**config.mk**
```make
export PLATFORM = sky130hd
export DESIGN_NAME = mem_arbiter_flat
export DESIGN_NICKNAME = d
export VERILOG_FILES = /design/src/rtl/mem_arb_pkg.sv /design/src/rtl/mem_arbiter_if.sv /design/src/rtl/mem_tag_pipe.sv /design/src/rtl/mem_arbiter.sv /design/src/flat_wrapper.sv
export SDC_FILE = /design/constraint.sdc
export NUM_CORES = 1
export LEC_CHECK = 0
export CORE_UTILIZATION = 26
export CTS_CLUSTER_SIZE = 20
export DETAILED_ROUTE_END_ITERATION = 10
export PLACE_DENSITY_LB_ADDON = 0.15
export SYNTH_ARGS = -nofsm -noshare
export SYNTH_HDL_FRONTEND = slang
export SYNTH_SLANG_ARGS = --single-unit
```
**constraint.sdc**
```tcl
create_clock -name clk -period 2 [get_ports clk]
set_input_delay 0.3 -clock clk [delete_from_list [all_inputs] [get_ports clk]]
set_output_delay 0.3 -clock clk [all_outputs]
set_load 0.05 [all_outputs]
```
**src/rtl/mem_arb_pkg.sv**
```systemverilog
// Shared types for the main-memory arbiter: arbiter states, fill ownership
// and the per-cycle read tag that travels alongside the memory pipeline.
package mem_arb_pkg;

    localparam int MEM_LAT_DEF = 4;

    typedef enum logic [2:0] {
        ST_IDLE,
        ST_IFILL,
        ST_DFILL,
        ST_DWRITE,
        ST_DRAIN
    } arb_state_t;

    typedef enum logic [1:0] {
        OWN_NONE = 2'd0,
        OWN_I    = 2'd1,
        OWN_D    = 2'd2
    } owner_t;

    typedef struct packed {
        logic   issued;
        owner_t owner;
    } tag_t;

endpackage

```
**src/rtl/mem_arbiter_if.sv**
```systemverilog
// Bundle of the three requester channels plus the main-memory port.
// The arbiter uses the slave view; caches and memory drive the master view.
interface mem_arbiter_if #(
    parameter int ADDR_W = 16,
    parameter int DATA_W = 16
) ();

    logic              icache_busy;
    logic [ADDR_W-1:0] icache_addr;
    logic              icache_data_valid;
    logic              icache_grant;

    logic              dcache_busy;
    logic [ADDR_W-1:0] dcache_addr;
    logic              dcache_data_valid;
    logic              dcache_grant;

    logic              dwrite_req;
    logic [ADDR_W-1:0] dwrite_addr;
    logic [DATA_W-1:0] dwrite_data;
    logic              dwrite_ack;

    logic              mem_enable;
    logic              mem_wr;
    logic [ADDR_W-1:0] mem_addr;
    logic [DATA_W-1:0] mem_data_in;
    logic [DATA_W-1:0] mem_data_out;
    logic              mem_data_valid;
    logic [DATA_W-1:0] fill_data;

    modport slave (
        input  icache_busy, icache_addr, dcache_busy, dcache_addr,
               dwrite_req, dwrite_addr, dwrite_data, mem_data_out, mem_data_valid,
        output icache_data_valid, icache_grant, dcache_data_valid, dcache_grant,
               dwrite_ack, mem_enable, mem_wr, mem_addr, mem_data_in, fill_data
    );

    modport master (
        output icache_busy, icache_addr, dcache_busy, dcache_addr,
               dwrite_req, dwrite_addr, dwrite_data, mem_data_out, mem_data_valid,
        input  icache_data_valid, icache_grant, dcache_data_valid, dcache_grant,
               dwrite_ack, mem_enable, mem_wr, mem_addr, mem_data_in, fill_data
    );

endinterface

```
**src/rtl/mem_tag_pipe.sv**
```systemverilog
// Shift pipe of {issued, owner} tags matching the memory read latency, so the
// head tag lines up with mem_data_valid; also counts reads still in flight.
module mem_tag_pipe
    import mem_arb_pkg::*;
#(
    parameter int DEPTH = MEM_LAT_DEF
) (
    input  logic clk,
    input  logic rst,
    input  tag_t push,
    output tag_t head,
    output logic empty
);

    localparam int CW = $clog2(DEPTH + 1);

    tag_t          stages [DEPTH];
    logic [CW-1:0] count;

    // Count rises on every issued push and falls as an issued tag leaves the head.
    always_ff @(posedge clk or posedge rst) begin
        if (rst) begin
            for (int i = 0; i < DEPTH; i++) begin
                stages[i] <= '0;
            end
            count <= '0;
        end else begin
            stages[0] <= push;
            for (int i = 1; i < DEPTH; i++) begin
                stages[i] <= stages[i-1];
            end
            count <= count + CW'(push.issued) - CW'(stages[DEPTH-1].issued);
        end
    end

    assign head  = stages[DEPTH-1];
    assign empty = (count == '0);

endmodule

```
**src/rtl/mem_arbiter.sv**
```systemverilog
// Fixed-priority arbiter sharing one pipelined memory between the I-fill,
// D-fill and D-write-through paths, steering read valids to the fill owner.
module mem_arbiter
    import mem_arb_pkg::*;
#(
    parameter int ADDR_W  = 16,
    parameter int DATA_W  = 16,
    parameter int MEM_LAT = MEM_LAT_DEF
) (
    input  logic          clk,
    input  logic          rst,
    mem_arbiter_if.slave  bus
);

    arb_state_t state, state_next;
    tag_t       push, head;
    logic       pipe_empty;

    mem_tag_pipe #(.DEPTH(MEM_LAT)) u_tag_pipe (
        .clk   (clk),
        .rst   (rst),
        .push  (push),
        .head  (head),
        .empty (pipe_empty)
    );

    always_ff @(posedge clk or posedge rst) begin
        if (rst) begin
            state <= ST_IDLE;
        end else begin
            state <= state_next;
        end
    end

    // A fill keeps its grant until its busy drops; leftover reads are then drained.
    always_comb begin
        state_next            = state;
        push                  = '{issued: 1'b0, owner: OWN_NONE};
        bus.icache_grant      = 1'b0;
        bus.dcache_grant      = 1'b0;
        bus.dwrite_ack        = 1'b0;
        bus.mem_enable        = 1'b0;
        bus.mem_wr            = 1'b0;
        bus.mem_addr          = {ADDR_W{1'b0}};
        bus.mem_data_in       = {DATA_W{1'b0}};
        case (state)
            ST_IDLE: begin
                if (bus.dcache_busy) begin
                    state_next = ST_DFILL;
                end else if (bus.dwrite_req) begin
                    state_next = ST_DWRITE;
                end else if (bus.icache_busy) begin
                    state_next = ST_IFILL;
                end
            end
            ST_IFILL: begin
                bus.icache_grant = 1'b1;
                if (bus.icache_busy) begin
                    bus.mem_enable = 1'b1;
                    bus.mem_addr   = bus.icache_addr;
                    push           = '{issued: 1'b1, owner: OWN_I};
                end else begin
                    state_next = pipe_empty ? ST_IDLE : ST_DRAIN;
                end
            end
            ST_DFILL: begin
                bus.dcache_grant = 1'b1;
                if (bus.dcache_busy) begin
                    bus.mem_enable = 1'b1;
                    bus.mem_addr   = bus.dcache_addr;
                    push           = '{issued: 1'b1, owner: OWN_D};
                end else begin
                    state_next = pipe_empty ? ST_IDLE : ST_DRAIN;
                end
            end
            ST_DWRITE: begin
                bus.mem_enable  = 1'b1;
                bus.mem_wr      = 1'b1;
                bus.mem_addr    = bus.dwrite_addr;
                bus.mem_data_in = bus.dwrite_data;
                bus.dwrite_ack  = 1'b1;
                state_next      = ST_IDLE;
            end
            ST_DRAIN: begin
                if (pipe_empty) begin
                    state_next = ST_IDLE;
                end
            end
            default: begin
                state_next = ST_IDLE;
            end
        endcase
    end

    assign bus.icache_data_valid = bus.mem_data_valid & head.issued &
                                   (head.owner == OWN_I) & (state == ST_IFILL);
    assign bus.dcache_data_valid = bus.mem_data_valid & head.issued &
                                   (head.owner == OWN_D) & (state == ST_DFILL);
    assign bus.fill_data         = bus.mem_data_out;

endmodule

```
**src/flat_wrapper.sv**
```systemverilog
// flat-port wrapper written by rule: the top's interface ports become plain ports
module mem_arbiter_flat import mem_arb_pkg::*;
#(
    parameter int ADDR_W  = 16,
    parameter int DATA_W  = 16,
    parameter int MEM_LAT = MEM_LAT_DEF
)
  (clk, rst, bus_icache_busy, bus_icache_addr, bus_dcache_busy, bus_dcache_addr, bus_dwrite_req, bus_dwrite_addr, bus_dwrite_data, bus_mem_data_out, bus_mem_data_valid, bus_icache_data_valid, bus_icache_grant, bus_dcache_data_valid, bus_dcache_grant, bus_dwrite_ack, bus_mem_enable, bus_mem_wr, bus_mem_addr, bus_mem_data_in, bus_fill_data);
  mem_arbiter_if #(.ADDR_W(ADDR_W), .DATA_W(DATA_W)) bus_i ();
  input  logic clk;
  input  logic rst;
  input wire logic [$bits(bus_i.icache_busy)-1:0] bus_icache_busy;
  input wire logic [$bits(bus_i.icache_addr)-1:0] bus_icache_addr;
  input wire logic [$bits(bus_i.dcache_busy)-1:0] bus_dcache_busy;
  input wire logic [$bits(bus_i.dcache_addr)-1:0] bus_dcache_addr;
  input wire logic [$bits(bus_i.dwrite_req)-1:0] bus_dwrite_req;
  input wire logic [$bits(bus_i.dwrite_addr)-1:0] bus_dwrite_addr;
  input wire logic [$bits(bus_i.dwrite_data)-1:0] bus_dwrite_data;
  input wire logic [$bits(bus_i.mem_data_out)-1:0] bus_mem_data_out;
  input wire logic [$bits(bus_i.mem_data_valid)-1:0] bus_mem_data_valid;
  output wire logic [$bits(bus_i.icache_data_valid)-1:0] bus_icache_data_valid;
  output wire logic [$bits(bus_i.icache_grant)-1:0] bus_icache_grant;
  output wire logic [$bits(bus_i.dcache_data_valid)-1:0] bus_dcache_data_valid;
  output wire logic [$bits(bus_i.dcache_grant)-1:0] bus_dcache_grant;
  output wire logic [$bits(bus_i.dwrite_ack)-1:0] bus_dwrite_ack;
  output wire logic [$bits(bus_i.mem_enable)-1:0] bus_mem_enable;
  output wire logic [$bits(bus_i.mem_wr)-1:0] bus_mem_wr;
  output wire logic [$bits(bus_i.mem_addr)-1:0] bus_mem_addr;
  output wire logic [$bits(bus_i.mem_data_in)-1:0] bus_mem_data_in;
  output wire logic [$bits(bus_i.fill_data)-1:0] bus_fill_data;
  assign bus_i.icache_busy = bus_icache_busy;
  assign bus_i.icache_addr = bus_icache_addr;
  assign bus_i.dcache_busy = bus_dcache_busy;
  assign bus_i.dcache_addr = bus_dcache_addr;
  assign bus_i.dwrite_req = bus_dwrite_req;
  assign bus_i.dwrite_addr = bus_dwrite_addr;
  assign bus_i.dwrite_data = bus_dwrite_data;
  assign bus_i.mem_data_out = bus_mem_data_out;
  assign bus_i.mem_data_valid = bus_mem_data_valid;
  assign bus_icache_data_valid = bus_i.icache_data_valid;
  assign bus_icache_grant = bus_i.icache_grant;
  assign bus_dcache_data_valid = bus_i.dcache_data_valid;
  assign bus_dcache_grant = bus_i.dcache_grant;
  assign bus_dwrite_ack = bus_i.dwrite_ack;
  assign bus_mem_enable = bus_i.mem_enable;
  assign bus_mem_wr = bus_i.mem_wr;
  assign bus_mem_addr = bus_i.mem_addr;
  assign bus_mem_data_in = bus_i.mem_data_in;
  assign bus_fill_data = bus_i.fill_data;
  mem_arbiter #(.ADDR_W(ADDR_W), .DATA_W(DATA_W), .MEM_LAT(MEM_LAT)) u_core (.clk(clk), .rst(rst), .bus(bus_i));
endmodule
```
### Word level (Yosys, flattened, before mapping)

Cells that the tools add are included.

* register bits after elaboration: 18
* output and inout port bits: 55

* add/subtract/negate cells: 2
* eq/ne operators: 10
* muxes and demuxes: 21
* bitwise operators: 5
* reduce and logical (&&, ||, !) cells: 3

Operators with widths (number)
* two-way mux 16 bit: 3
* one-hot mux 16 bit (3 select lines): 1
* two-way mux 3 bit: 9
* one-hot mux 3 bit (4 select lines): 1
* == test 3 x 2 -> 1 bit (second input constant): 2
* logical NOT 3 bit: 2
* one-hot mux 3 bit (2 select lines): 1
* bitwise AND 1 bit: 5
* two-way mux 1 bit: 5
* != test 2 bit (second input constant): 2
* != test 4 bit (second input constant): 1
* AND reduction 4 bit: 1
* adder 3 x 1 -> 3 bit: 1
* == test 3 x 1 -> 1 bit (second input constant): 1
* == test 3 bit (second input constant): 1
* one-hot mux 1 bit (3 select lines): 1
* subtractor 3 x 1 -> 3 bit: 1
* == test 2 x 1 -> 1 bit (second input constant): 1
* == test 2 bit (second input constant): 1
* != test 2 x 1 -> 1 bit (second input constant): 1

### Logic depth before layout (Yosys ltp)

Gate-level depths: netlist of run 1.

* depth after elaboration: 4
* depth in mapped cells: 8
* gate-level depth less buffers: 7

### Hierarchy

A second synthesis of run 1 with hierarchy kept.

* cells, all modules: 170
* area, all modules: 1458.9 um^2

By module, submodules not included
* mem_arbiter: times used 1, cells an instance 142, area each 968.4 um^2, sequential area each 75.1 um^2
* mem_tag_pipe: times used 1, cells an instance 28, area each 490.5 um^2, sequential area each 375.4 um^2

### Least setup slack after synthesis of run 1

Ideal clock, no wire load.

* path kind: register to output
* start: register u_core.state[0]
* end: output bus_dcache_data_valid
* arrival: 2.491 ns
* data required time: 1.700 ns
* setup slack: -0.791 ns
* cell stages (with the launch flop): 4
* buffers on the path: 1
* path through: dfrtp_1 clkbuf_1 nor3b_1 and4_1

* cells in the longest elaborated chain, start to end: 2

RTL lines
* start, declared: RTL line mem_arbiter.sv:15 `arb_state_t state, state_next;`
* start signal, assigned: RTL line mem_arbiter.sv:31 `state <= state_next;`
* == test 3 x 2 -> 1 bit: RTL line mem_arbiter.sv:98 `(head.owner == OWN_D) & (state == ST_DFILL);`
* bitwise AND 1 bit: RTL line mem_arbiter.sv:98
* end, declared: RTL line flat_wrapper.sv:23 `output wire logic [$bits(bus_i.dcache_data_valid)-1:0] bus_dcache_data_valid;`

No other way between the ends.

### Final worst setup path of run 1

* start: input bus_icache_busy
* end: output bus_mem_enable

* cells in the longest elaborated chain, start to end: 2

RTL lines
* start, declared: RTL line flat_wrapper.sv:12 `input wire logic [$bits(bus_i.icache_busy)-1:0] bus_icache_busy;`
* two-way mux 1 bit: RTL line mem_arbiter.sv:58 `if (bus.icache_busy) begin`
* one-hot mux 1 bit (3 select lines): RTL line mem_arbiter.sv:46 `case (state)`
* end, declared: RTL line flat_wrapper.sv:26 `output wire logic [$bits(bus_i.mem_enable)-1:0] bus_mem_enable;`

No other way between the ends.

==> results by group, run 1 <==
Yosys
  – Count of cell types in the netlist: 30
  – Synthesized netlist net count: 217
  – Syn Std Cell Area: 1324 um2
  – Yosys warnings: 0
  – Share of synthesized area occupied by flip-flops and latches: 34.03%
  – Synthesized netlist cell count: 128
  – Asr flop ratio synth: 100.0%
  – Cell taking the most area after synthesis: sky130_fd_sc_hd__dfrtp_1
  – Average footprint of a synthesized cell: 10.34 um2
  – Cell types occupying the most area after synthesis: sky130_fd_sc_hd__dfrtp_1, sky130_fd_sc_hd__a221o_1, sky130_fd_sc_hd__and4b_1, sky130_fd_sc_hd__buf_4, sky130_fd_sc_hd__and2_1
  – Most used DFF post-synth: sky130_fd_sc_hd__dfrtp_1
  – Post-synth EDFFs: 0
  – Area share of the largest cell type after synthesis: 34.03%
  – Post-synthesis sequential element count: 18

Routing
  – Total wire length after detailed routing: 4382 um
  – Number of DRC markers after the initial detailed-route iteration: 20
  – Post-detailed-route DRC marker count: 0
  – Met2 wirelength from detailed routing: 2458 um
  – ANT nets after route: 0
  – Highest routing layer actually used: met4
  – DR vias: 1,363
  – Via count normalized by instance count: 4.733
  – Drt pass-1 iters: 4
  – Per-cell routed wire length: 15.22 um
  – Met3 Wirelength: 327 um
  – Sum of routed wire segments on met1: 1568 um

Global route
  – Pin count of the biggest net entering global routing: 23
  – Overall overflow remaining after global route: 0
  – Number of global-route vias before repair: 1,389
  – GRT Total Usage: 15.40%
  – First-pass GRT wire length: 6458 um
  – Antenna violations before repair: 0

CTS
  – Clock tree from TritonCTS: done
  – Hold-fix buffers at CTS: 0
  – Root buffer selected by CTS: sky130_fd_sc_hd__clkbuf_8
  – Clock H-tree levels: 1
  – Worst-skew pair later-pin latency: 0.25 ns
  – Number of CTS-inserted buffers: 3
  – Clock slew at the register clock pins of the worst setup and hold paths: 0.06 ns
  – Total clock sinks: 18
  – Largest buffer count on any clock path: 2

Min path
  – Class of the most critical hold timing path: reg2reg
  – Cell depth of the worst hold path: 0

Critical path
  – Largest fanout of any net on the critical path: 19
  – Count of cells along the worst register-to-register path: 7
  – CP Launch Type: input port
  – Start-to-end type of the worst setup path: in2out
  – Worst path arrival time: 1.67 ns
  – Reg-to-reg slack, setup: 0.08 ns
  – Crit path capture type: output port
  – Critical path required time: 1.70 ns

Timing
  – Worst setup skew after layout: 0.003446 ns
  – Worst max-slew margin expressed relative to the limit: 56.77%
  – Max-slew violation count: 0
  – Final Setup Violations: 0
  – Endpoints failing hold: 0
  – Transition time at the pin with the least slew margin: 0.6477 ns
  – Setup slack of the critical path after layout: 0.03378 ns
  – Smallest hold slack: 0.3463 ns
  – Shortest clock period the worst path allows after layout: 1.966 ns
  – Post-route clock period utilization: 98.31%
  – Fmax: 508.6 MHz

Place
  – Post-Place Worst Slack: -0.2226 ns
  – Total placed cells including tap cells: 283
  – Last weighted congestion value of the routability-driven placer: 0.8723
  – Port bufs: 108
  – DPL Wire Length: 3525 um

Power
  – Power per cell area: 1098 nW/um2
  – Largest vdd supply drop: 0.5853 mV
  – Sum of internal, switching and leakage power: 3.157 mW
  – Static Leak: 1.238 nW

Finish
  – Post-synthesis to final-layout area growth: 117.3%
  – Final Instance Count excl. Fillers: 288
  – Layout cells sized above 1: 28.51%
  – Count of antenna diodes in the layout: 0
  – Net count reported at finish: 312

Run status
  – Status: finished, final reports clean

Die
  – Core box area: 4817 um2
  – Count of boundary I/O pins: 141
  – Initial standard-cell utilization of the core: 27.48%
  – Row cnt: 25
  – DIE HEIGHT: 73.36 um
  – Die Footprint: 5381 um2
  – Horiz. Die Dim: 73.36 um

Run
  – Max-cap violations: 0
-- metal layers --
layer | up-vias | GRT usage (%)
li1 | 646 | -
met1 | 634 | 16.69
met2 | 79 | 30.04
met3 | 4 | 3.018
met4 | 0 | 4.274
met5 | - | 0
-- critical path: stages --
cell	delay, ns
sky130_fd_sc_hd__clkdlybuf4s50_1	0.41
sky130_fd_sc_hd__and4bb_1	0.23
sky130_fd_sc_hd__buf_6	0.17
sky130_fd_sc_hd__or3_4	0.39
sky130_fd_sc_hd__buf_12	0.16
-- registers in the layout (all words and copies together) (netlist names) --
signal,flops
u_core.u_tag_pipe.head,3
u_core.state,3
u_core.u_tag_pipe.count,3
u_core.u_tag_pipe.stages,9
-- metrics by stage --
| step | area (um2) | util, % | setup TNS [ns] |
|---|---|---|---|
| global route | 2877 | 59.71 | -0.00003064 |
| finish | 2877 | 59.71 | 0 |
| CTS | 2839 | 58.94 | 0 |
| detailed placement | 2768 | 57.45 | -0.5362 |
| global placement | 2768 | 57.45 | -0.2928 |
| floorplan | 1340 | - | -0.04416 |
-- cell type report --
class / instances / area (um2)
inverter: 5 / 18.77
clock buffer: 3 / 41.29
fill: 424 / 1941
sequential: 18 / 452.9
tap: 67 / 83.83
multi-input combinational: 76 / 690.7
timing repair buffer: 119 / 1589
-- cells in the mapped netlist (2+ instances only) --
library cell	count
sky130_fd_sc_hd__and4b_1	16
sky130_fd_sc_hd__buf_2	6
sky130_fd_sc_hd__ha_1	2
sky130_fd_sc_hd__buf_4	17
sky130_fd_sc_hd__a221o_1	16
sky130_fd_sc_hd__nor2b_1	2
sky130_fd_sc_hd__buf_6	2
sky130_fd_sc_hd__and2_1	16
sky130_fd_sc_hd__nand2b_1	2
sky130_fd_sc_hd__nor3_1	2
sky130_fd_sc_hd__clkbuf_1	4
sky130_fd_sc_hd__nor2_1	3
sky130_fd_sc_hd__dfrtp_1	18
sky130_fd_sc_hd__inv_1	5
sky130_fd_sc_hd__or4b_1	2
-- report_power, final --
| group | internal [mW] | total (mW) | switching (mW) |
|---|---|---|---|
| clock | 0.133 | 0.237 | 0.104 |
| sequential | 0.494 | 0.580 | 0.0859 |
| combinational | 1.17 | 2.34 | 1.17 |
| total | 1.80 | 3.16 | 1.36 |
-- path summary, 6_finish.rpt --
path                                          endpoint                          from
max reg2reg                 u_core.u_tag_pipe.count[2]               u_core.state[0]
min reg2reg                u_core.u_tag_pipe.stages[8]  u_core.u_tag_pipe.stages[11]
min                        u_core.u_tag_pipe.stages[8]  u_core.u_tag_pipe.stages[11]
max                                     bus_mem_enable               bus_icache_busy
max in group asynchronous              u_core.state[2]                           rst
min in group asynchronous  u_core.u_tag_pipe.stages[6]                           rst
-- timing repair --
| item | 4_1_cts | 5_1_grt |
|---|---|---|
| endpoints found under the setup margin | 33 | 24 |
| setup buffers | 1 | 1 |
| cloned | 0 | 0 |
| resized for setup | 6 | 10 |
| pin swaps | 5 | 3 |
-- cells in the final DEF (no fill, tap or decap) --
master | Yosys | routed
sky130_fd_sc_hd__clkdlybuf4s50_1 | 0 | 68
sky130_fd_sc_hd__buf_12 | 0 | 41
sky130_fd_sc_hd__and4b_1 | 16 | 16
sky130_fd_sc_hd__a221o_1 | 16 | 16
sky130_fd_sc_hd__dfrtp_1 | 18 | 16
sky130_fd_sc_hd__and2_1 | 16 | 15
sky130_fd_sc_hd__buf_4 | 17 | 7
sky130_fd_sc_hd__inv_1 | 5 | 5
sky130_fd_sc_hd__nor2_1 | 3 | 3
sky130_fd_sc_hd__clkbuf_8 | 0 | 3
sky130_fd_sc_hd__nand2b_1 | 2 | 2
sky130_fd_sc_hd__nor2b_1 | 2 | 2
sky130_fd_sc_hd__or4b_1 | 2 | 2
sky130_fd_sc_hd__buf_6 | 2 | 2
sky130_fd_sc_hd__dfrtp_2 | 0 | 2
sky130_fd_sc_hd__a211oi_1 | 1 | 1
sky130_fd_sc_hd__nor3b_4 | 0 | 1
sky130_fd_sc_hd__and4bb_4 | 1 | 1
sky130_fd_sc_hd__and4bb_1 | 1 | 1
sky130_fd_sc_hd__or2_1 | 1 | 1
sky130_fd_sc_hd__xor2_1 | 1 | 1
sky130_fd_sc_hd__xnor2_1 | 1 | 1
sky130_fd_sc_hd__and3b_4 | 0 | 1
sky130_fd_sc_hd__and2_4 | 0 | 1
sky130_fd_sc_hd__or3_4 | 0 | 1
sky130_fd_sc_hd__nand4b_1 | 1 | 1
sky130_fd_sc_hd__nor3_2 | 0 | 1
sky130_fd_sc_hd__and4_1 | 1 | 1
sky130_fd_sc_hd__o221a_1 | 1 | 1
sky130_fd_sc_hd__or3b_1 | 1 | 1
sky130_fd_sc_hd__nor3_1 | 2 | 1
sky130_fd_sc_hd__a31oi_1 | 1 | 1
sky130_fd_sc_hd__fa_2 | 0 | 1
sky130_fd_sc_hd__ha_1 | 2 | 1
sky130_fd_sc_hd__ha_2 | 0 | 1
sky130_fd_sc_hd__dlymetal6s2s_1 | 0 | 1
-- kinds of logic (layout without fill, tap and decap cells) --
kind of cell / count (synthesis) / count (layout) / share of synthesized area (%)
simple gates: 52 / 52 / 31.10
buf+inv: 34 / 127 / 16.16
compound gates: 19 / 19 / 13.99
flops: 18 / 18 / 34.03
fa+ha+maj: 3 / 3 / 3.402
xor+xnor: 2 / 2 / 1.323
No activity file was read; power rests on OpenSTA's default activity.
==> run 2: changes to the inputs <==
Settings changed: CORE_MARGIN set to 3, MAX_ROUTING_LAYER set to met4.
==> run 2 against run 1 <==
Sequential power decreased by 1%. Via count increased by 2.3%. Clock power increased by 22%. Combinational power about the same. Utilization increased by 0.23 points. Die area increased by 11%. Largest power group unchanged.
==> results by group, run 2 (synthesis gave the netlist of run 1 again) <==
Run status
  – Status: finished, final reports clean

Die
  – Die Footprint: 5984 um2 (+11%)
  – Horiz. Die Dim: 77.36 um (+5.5%)
  – Count of boundary I/O pins: 141 (unchanged)
  – Initial standard-cell utilization of the core: 27.48% (unchanged)
  – Row cnt: 25 (unchanged)
  – Core box area: 4817 um2 (unchanged)
  – DIE HEIGHT: 77.36 um (+5.5%)

Global route
  – Number of global-route vias before repair: 1,472 (+6.0%)
  – Antenna violations before repair: 0 (unchanged)
  – Overall overflow remaining after global route: 0 (unchanged)
  – First-pass GRT wire length: 7141 um (+11%)
  – GRT Total Usage: 15.42% (+0.021 points)
  – Pin count of the biggest net entering global routing: 20 (-13%)

Timing
  – Transition time at the pin with the least slew margin: 0.6369 ns (-0.01084 ns)
  – Endpoints failing hold: 0 (unchanged)
  – Worst max-slew margin expressed relative to the limit: 57.50% (+0.72 points)
  – Worst setup skew after layout: 0.001938 ns (-0.001508 ns)
  – Shortest clock period the worst path allows after layout: 1.977 ns (+0.01061 ns)
  – Fmax: 505.9 MHz (-0.54%)
  – Post-route clock period utilization: 98.84% (+0.53 points)
  – Final Setup Violations: 0 (unchanged)
  – Max-slew violation count: 0 (unchanged)

CTS
  – Root buffer selected by CTS: sky130_fd_sc_hd__clkbuf_8
  – Total clock sinks: 18 (unchanged)
  – Clock slew at the register clock pins of the worst setup and hold paths: 0.06 ns (about the same)
  – Clock tree from TritonCTS: done
  – Worst-skew pair later-pin latency: 0.25 ns (about the same)
  – Clock H-tree levels: 1 (unchanged)
  – Hold-fix buffers at CTS: 0 (unchanged)
  – Number of CTS-inserted buffers: 3 (unchanged)
  – Largest buffer count on any clock path: 2 (unchanged)

Critical path
  – Critical path required time: 1.70 ns (about the same)
  – CP Launch Type: input port
  – Worst path arrival time: 1.68 ns (about the same)
  – Largest fanout of any net on the critical path: 19 (unchanged)
  – Start-to-end type of the worst setup path: in2out
  – Crit path capture type: output port

Finish
  – Leading cell types in the layout, fill and taps excluded: sky130_fd_sc_hd__clkdlybuf4s50_1, sky130_fd_sc_hd__buf_12, sky130_fd_sc_hd__dfrtp_1
  – Largest register FFs: 9 (unchanged)
  – Reg with most FFs: u_core.u_tag_pipe.stages
  – Layout fillers: 404 (-4.7%)
  – Footprint of the multi-input gates: 694.4 um2 (+0.54%)
  – Most frequent standard cell in the layout excluding fill and tap cells: sky130_fd_sc_hd__clkdlybuf4s50_1
  – Post-synthesis to final-layout area growth: 118.1%
  – Net count reported at finish: 314 (+0.64%)
  – Count of antenna diodes in the layout: 0 (unchanged)
  – Layout cells sized above 1: 27.68% (-0.83 points)
  – Storage element area: 451.7 um2 (-0.28%)
  – Utilization after layout: 59.95% (+0.23 points)

Power
  – Sum of internal, switching and leakage power: 3.189 mW (+1.0%)
  – Static Leak: 1.254 nW (+1.4%)
  – Largest vdd supply drop: 0.5930 mV (+1.3%)
  – Power per cell area: 1104 nW/um2 (+0.61%)

Routing
  – Total wire length after detailed routing: 4765 um (+8.7%)
  – ANT nets after route: 0 (unchanged)
  – Per-cell routed wire length: 16.37 um (+7.6%)
  – Post-detailed-route DRC marker count: 0 (unchanged)
  – Number of DRC markers after the initial detailed-route iteration: 47 (+140%)
  – Drt pass-1 iters: 4 (unchanged)
  – DR vias: 1,395 (+2.3%)
  – Via count normalized by instance count: 4.794 (+1.3%)

Place
  – Port bufs: 108 (unchanged)
  – DPL Wire Length: 3959 um (+12%)
  – Last weighted congestion value of the routability-driven placer: 0.7983 (-8.5%)

Run
  – Max-cap violations: 0 (unchanged)

Min path
  – Class of the most critical hold timing path: reg2reg
-- run 2: cell types whose count changed in the layout (fill, tap and decap cells not counted), sizes merged --
| cell | previous run | this run |
|---|---|---|
| and3b | 1 | 2 |
| buf | 50 | 51 |
| clkbuf | 3 | 4 |
-- run 2: where the power goes --
| group | switching (mW) | total [mW] | leakage [nW] | internal [mW] |
|---|---|---|---|---|
| sequential | 0.0798 | 0.572 | 0.234 | 0.492 |
| clock | 0.114 | 0.289 | 0.0288 | 0.175 |
| combinational | 1.17 | 2.33 | 0.991 | 1.16 |
| total | 1.37 | 3.19 | 1.25 | 1.82 |
-- run 2: timing repair --
action / 4_1_cts / 5_1_grt
cloned: 0 / 1
setup buffers: 1 / 0
pin swaps: 3 / 4
setup endpoints to repair: 33 / 27
resized for setup: 5 / 5
-- run 2: cell type report --
type,count,share of cell area [%]
clock buffers,4,1.906
inverters,5,0.6499
multi-input cells,77,24.05
flip-flops and latches,18,15.64
well taps,67,2.903
repair buffers,120,54.85
-- run 2: path summary, 6_finish.rpt --
check | cells past startpoint | endpoint | startpoint | slack (ns)
setup / recovery | 5 | bus_mem_enable | bus_dcache_busy | 0.02
hold / removal | 0 | u_core.u_tag_pipe.stages[6] | u_core.u_tag_pipe.stages[9] | 0.35
setup reg to reg | 7 | u_core.u_tag_pipe.count[2] | u_core.state[0] | 0.10
hold reg to reg | 0 | u_core.u_tag_pipe.stages[6] | u_core.u_tag_pipe.stages[9] | 0.35
max in group asynchronous | 2 | u_core.state[1] | rst | 1.13
min in group asynchronous | 2 | u_core.u_tag_pipe.head[0] | rst | 0.43
-- run 2: layer usage --
layer  GRT usage (%)  vias up  routed length (um)
met2           29.10       77                2665
met4           4.982        0                  66
met1           15.15      658                1663
li1                -      652                   -
met5               -        -                   0
met3           4.292        8                 368
-- run 2: per-stage QoR --
| stage | std cells | cell area [um2] | setup slack [ns] | hold WS, ns | TNS, ns |
|---|---|---|---|---|---|
| floorplan | 128 | 1340 | -0.04416 | 0.2386 | -0.04416 |
| global placement | 285 | 2783 | -0.1734 | 0.3328 | -0.3196 |
| detailed placement | 285 | 2783 | -0.2130 | 0.3403 | -0.8840 |
| CTS | 290 | 2864 | -0.003031 | 0.3556 | -0.003031 |
| global route | 291 | 2888 | -0.003205 | 0.3550 | -0.003976 |
| finish | 291 | 2888 | 0.02317 | 0.3524 | 0 |
-- run 2: critical path: stages --
cell	delay (ns)
sky130_fd_sc_hd__clkdlybuf4s50_1	0.43
sky130_fd_sc_hd__and4bb_4	0.23
sky130_fd_sc_hd__buf_12	0.15
sky130_fd_sc_hd__or3_4	0.40
sky130_fd_sc_hd__buf_12	0.16
==> run 3: changes to the inputs <==
Settings changed: GPL_ROUTABILITY_DRIVEN set to 0.
==> results of run 3 <==
No change in the layout: final DEF, timing and power equal those of run 2.
